--- config.mk ---
export PLATFORM = sky130hd
export DESIGN_NAME = frame_magnitude_accumulator
export DESIGN_NICKNAME = d
export VERILOG_FILES = /design/src/rtl/frame_magnitude_accumulator.sv
export SDC_FILE = /design/constraint.sdc
export NUM_CORES = 1
export LEC_CHECK = 0
export ABC_AREA = 1
export BUFFER_PORTS_ARGS = -buffer_cell sky130_fd_sc_hd__buf_4
export CAP_MARGIN = 20
export CORE_MARGIN = 1.5
export CORE_UTILIZATION = 64
export DETAILED_ROUTE_END_ITERATION = 8
export PLACE_DENSITY = 0.89
export SLEW_MARGIN = 25
export SYNTH_ARGS = -nofsm -noshare
export SYNTH_HDL_FRONTEND = slang
export SYNTH_SLANG_ARGS = --single-unit
--- constraint.sdc ---
create_clock -name iclk -period 3.71 [get_ports iclk]
set_input_delay 0.1855 -clock iclk [delete_from_list [all_inputs] [get_ports iclk]]
set_output_delay 0.1855 -clock iclk [all_outputs]
set_load 0.02 [all_outputs]
--- src/rtl/frame_magnitude_accumulator.sv ---
// Reduces an unsigned magnitude stream to per-frame sum, peak and sample count.
// A frame closes after FRAME_LEN samples or on flush, and the results are registered.
module frame_magnitude_accumulator #(
    parameter int unsigned DATA_W    = 16,
    parameter int unsigned FRAME_LEN = 256,
    parameter int unsigned CNT_W     = $clog2(FRAME_LEN) + 1,
    parameter int unsigned ACC_W     = DATA_W + $clog2(FRAME_LEN)
) (
    input  logic              iclk,
    input  logic              irstn,
    input  logic              ivalid,
    input  logic [DATA_W-1:0] idata,
    input  logic              iflush,
    output logic              ovalid,
    output logic [ACC_W-1:0]  osum,
    output logic [DATA_W-1:0] opeak,
    output logic [CNT_W-1:0]  ocount
);

    typedef enum logic {
        S_EMPTY   = 1'b0,
        S_FILLING = 1'b1
    } state_t;

    state_t              r_state;
    state_t              w_state_nxt;
    logic [ACC_W-1:0]    r_acc;
    logic [DATA_W-1:0]   r_pk;
    logic [CNT_W-1:0]    r_cnt;
    logic [ACC_W-1:0]    w_acc_eff;
    logic [DATA_W-1:0]   w_pk_eff;
    logic [CNT_W-1:0]    w_cnt_eff;
    logic                w_close;

    // Effective frame values include a sample accepted on this same edge.
    always_comb begin
        w_acc_eff   = r_acc;
        w_pk_eff    = r_pk;
        w_cnt_eff   = r_cnt;
        w_close     = 1'b0;
        w_state_nxt = r_state;

        if (ivalid) begin
            w_acc_eff = r_acc + ACC_W'(idata);
            w_cnt_eff = r_cnt + CNT_W'(1);
            if (idata > r_pk) begin
                w_pk_eff = idata;
            end
        end

        w_close = (w_cnt_eff == CNT_W'(FRAME_LEN)) ||
                  (iflush && (w_cnt_eff != '0));

        case (r_state)
            S_EMPTY: begin
                if (ivalid && !w_close) begin
                    w_state_nxt = S_FILLING;
                end
            end
            S_FILLING: begin
                if (w_close) begin
                    w_state_nxt = S_EMPTY;
                end
            end
        endcase
    end

    always_ff @(posedge iclk or negedge irstn) begin
        if (!irstn) begin
            r_state <= S_EMPTY;
        end else begin
            r_state <= w_state_nxt;
        end
    end

    // Running statistics clear on close so the next edge can start a new frame.
    always_ff @(posedge iclk or negedge irstn) begin
        if (!irstn) begin
            r_acc <= '0;
            r_pk  <= '0;
            r_cnt <= '0;
        end else if (w_close) begin
            r_acc <= '0;
            r_pk  <= '0;
            r_cnt <= '0;
        end else begin
            r_acc <= w_acc_eff;
            r_pk  <= w_pk_eff;
            r_cnt <= w_cnt_eff;
        end
    end

    // Result registers hold their last frame between pulses.
    always_ff @(posedge iclk or negedge irstn) begin
        if (!irstn) begin
            ovalid <= 1'b0;
            osum   <= '0;
            opeak  <= '0;
            ocount <= '0;
        end else begin
            ovalid <= w_close;
            if (w_close) begin
                osum   <= w_acc_eff;
                opeak  <= w_pk_eff;
                ocount <= w_cnt_eff;
            end
        end
    end

endmodule

==> results.md <==
* DRT Pass-1 Iters at 5
* Netlist Area Pre-Place at 0.00595 sq mm
* Core ar. at 0.00885 sq mm
* DRC at 0
* Max-slew headroom at 51.7%
* Vias per inst at 5.64
* CTS buffer count at 9
* Syn Nets at 885
* Placed cells at 987
* Length of routed met3 wiring at 942 microns
* Initial antenna violation count at 0
* Layout Skew at 0.0135 ns
* Ys Warns at 0
* Post-CTS resize count at 0
* First-pass GRT wire length at 25400 microns
* CTS tree: done
* Largest area contributor in the netlist: dfrtp_1
* DRT iter0 DRCs at 329
* Post-CTS setup buffers at 0
* Post-synthesis adder-cell area fraction at 7.28%
* Setup WS pre-CTS at 1.02 ns
* FP Rows at 34
* Setup TNS at 0 ns
* Peak supply drop at 0.416 mV
* Die H at 99.4 microns
* Outcome: finished, final reports clean
* Boundary pin count at 70
* F_max at 364 MHz
* Synth Area in Compound Gates at 6.44%
* Final-stage net count at 945
* Flops & latches, synth at 99
* Synth unique cells at 31
* Top-area cell type share of the netlist area at 41.6%
* Post-synth top flop: dfrtp_1
* WL/cell at 14.7 microns
* Max_cap viols at 0
* Simple-gate area share of the yosys netlist at 34.7%
* Sequential share of power at 34.9%
* Leak at 3.80 nW
* Part of the power in combinational logic at 49.9%
* P per Cell Area at 690 mW/mm^2
* Worst-Margin Slew at 0.724 ns
* CTS clk-pin slew, worst paths at 0.11 ns
* Slew Viols, Final at 0
* Root Buffer: clkbuf_8
* Hpwl dp at 10700 microns
* Max layer used: met4
* Ranking of synthesized cells by area: dfrtp_1 42%, nand2_1 20%, nand3_1 9.1%, ha_1 6.9%, inv_1 6.2%
* Worst-Skew Late Latency at 0.38 ns
* DRT met1 WL at 6290 microns
* Crit end category: flip-flop
* Setup violators final at 0
* CP most frequent cell: nand2_1
* Net Sw Frac at 46.3%
* Register Area at 0.00248 sq mm
* WL final at 14700 microns
* CP top delay family: simple AND/OR/NAND/NOR gates
* Vias post-DR at 5659
* Async SR Flop Fraction at 100%
* H-tree Lvls at 3
* Initial core utilization at 67.2%
* RSZ-0062 raised after global routing: no
* Die Footprint at 0.00988 sq mm
* GPL Wtd Cong at 0.913
* Post-Synth XOR/XNOR Area at 1.03%
* Post-Layout Cell Count at 1004
* Routed wl met2 at 7140 microns
* Tcrit/Tclk final at 74.0%
* Remaining Overflow, GRT at 0
* Bufs and invs on worst path at 2
* Internal Power at 2.49 mW
* # clock sinks at 99
* Post-synthesis average cell area at 7.16 sq um
* Mapped Cells at 831
* Clk buf depth at 2
* Largest family of logic cells by synthesized area: simple AND/OR/NAND/NOR gates
* CP cell instances: inv_1, ha_1, nand2_1, nor2_1, nand2_1, inv_1, nand2_1, nand2_1, nand2_1, nand2_1, nand2_1, nand2_1, nand2_1
* Seq/Total Area, Yosys at 41.6%
* Final Hold Fails at 0
* Final ANT Viol Nets at 0
* Crit path DAT at 3.03 ns
* Fill cell count at 695
* Die width at 99.4 microns
* Ratio of cells with drive above 1 in the final layout at 11.9%
* Net Switching at 2.14 mW
* Worst path max stage delay at 0.54 ns
* Setup CP Type: reg -> reg
* Multi-input logic area at 0.00294 sq mm
* Required @ worst endpoint at 3.99 ns
* Gr usage total at 32.1%
* Clk network pwr share at 15.2%
* Final WS setup at 0.964 ns
* Antenna cells at 0
* Crit path max-delay cell type: nand2_1
* Hold Crit Class: in -> reg
* Startpoint types: flip-flop
* Post-synthesis mux area share at 0%
* Pwr Total at 4.63 mW
* Minimum clock period at 2.75 ns
* Maximum fanout along the worst path at 17
* Vias in the first global route at 5568
* Input/output buffers at 69
* Synth-to-Final Area Change at 12.7%
* Largest net degree at the start of global routing at 81
* EDFF count, synth at 0
-- cell usage after synthesis, drive strengths merged, types with 2 or more instances --
cell type / n
nand3: 109
nor2: 52
buf: 21
dfrtp: 99
o21bai: 2
clkbuf: 7
nor3: 4
and3: 2
nand2: 317
ha: 33
nor4: 2
nand3b: 4
xnor2: 2
xor2: 5
nand4: 6
a21oi: 52
o21ai: 9
inv: 99
a21o: 2
-- area by class of cell --
type | instances | share of cell area [%]
multi-input combinational | 605 | 43.9
timing repair buffer | 77 | 8.71
clock buffer | 9 | 1.85
sequential | 99 | 36.9
inverter | 99 | 5.54
tap | 108 | 2.02
clock inverter | 7 | 1.03
-- registers in the layout, summed over array words and instances, names as in the netlist --
signal and cells:
r_pk 16, ovalid 1, osum 24, r_cnt 9, opeak 16, r_acc 24
ocount 9
-- per-stage QoR --
| stage | util (%) | hold WS [ns] | area, sq um |
|---|---|---|---|
| finish | 75.8 | 0.0907 | 6710 |
| global route | 75.8 | 0.116 | 6710 |
| CTS | 75.6 | 0.000684 | 6690 |
| detailed placement | 73.4 | 0.424 | 6500 |
| global placement | 73.4 | 0.403 | 6500 |
| floorplan | - | -0.110 | 5950 |
-- cell usage in the layout (no fill, tap or decap), drive strengths merged, types with 6 or more instances in the layout --
master / n
buf: 76
dfrtp: 99
nand3: 109
o21ai: 9
a21oi: 52
nand2: 317
ha: 33
clkbuf: 9
nand4: 6
nor2: 52
inv: 103
-- per-layer routing --
layer	vias to the layer above	global-route usage, %
li1	2754	-
met1	2648	42.7
met2	222	54.0
met3	35	4.71
met4	0	11.1
met5	-	0
-- worst min-delay path, cell delays in order --
cell and delay, ns:
buf_4 0.09, inv_1 0.03, nand2_1 0.08, nor2_1 0.05
-- final timing paths --
path | start | to | slack (ns) | cells after the start
setup / recovery | r_pk[13] | opeak[15] | 0.96 | 13
hold / removal | iflush | r_cnt[8] | 0.09 | 4
setup reg to reg | r_pk[13] | opeak[15] | 0.96 | 13
hold reg to reg | ocount[8] | ocount[8] | 0.51 | 2
max in group asynchronous | irstn | r_cnt[2] | 2.53 | 3
min in group asynchronous | irstn | opeak[9] | 0.40 | 2
-- timing repair --
action / CTS / global route
endpoints found under the setup margin: 0 / 0
hold endpoints to repair: 0 / 79
hold buffers: 0 / 1
-- power by group through the flow --
stage | clock network (mW) | registers, mW | logic [mW]
2_1_floorplan | 0 | 1.80 | 1.41
3_3_place_gp | 0 | 1.61 | 2.20
3_5_place_dp | 0 | 1.63 | 2.28
4_1_cts | 0.718 | 1.61 | 2.30
5_1_grt | 0.753 | 1.65 | 2.60
6_report | 0.703 | 1.62 | 2.31
-- cell families (layout without fill, tap and decap cells) --
group | Yosys count | in the layout
simple gates | 497 | 497
buf+inv | 127 | 192
flops | 99 | 99
compound gates | 67 | 67
fa+ha+maj | 34 | 34
xor+xnor | 7 | 7
Note: power is estimated with default switching activity, not from simulation.
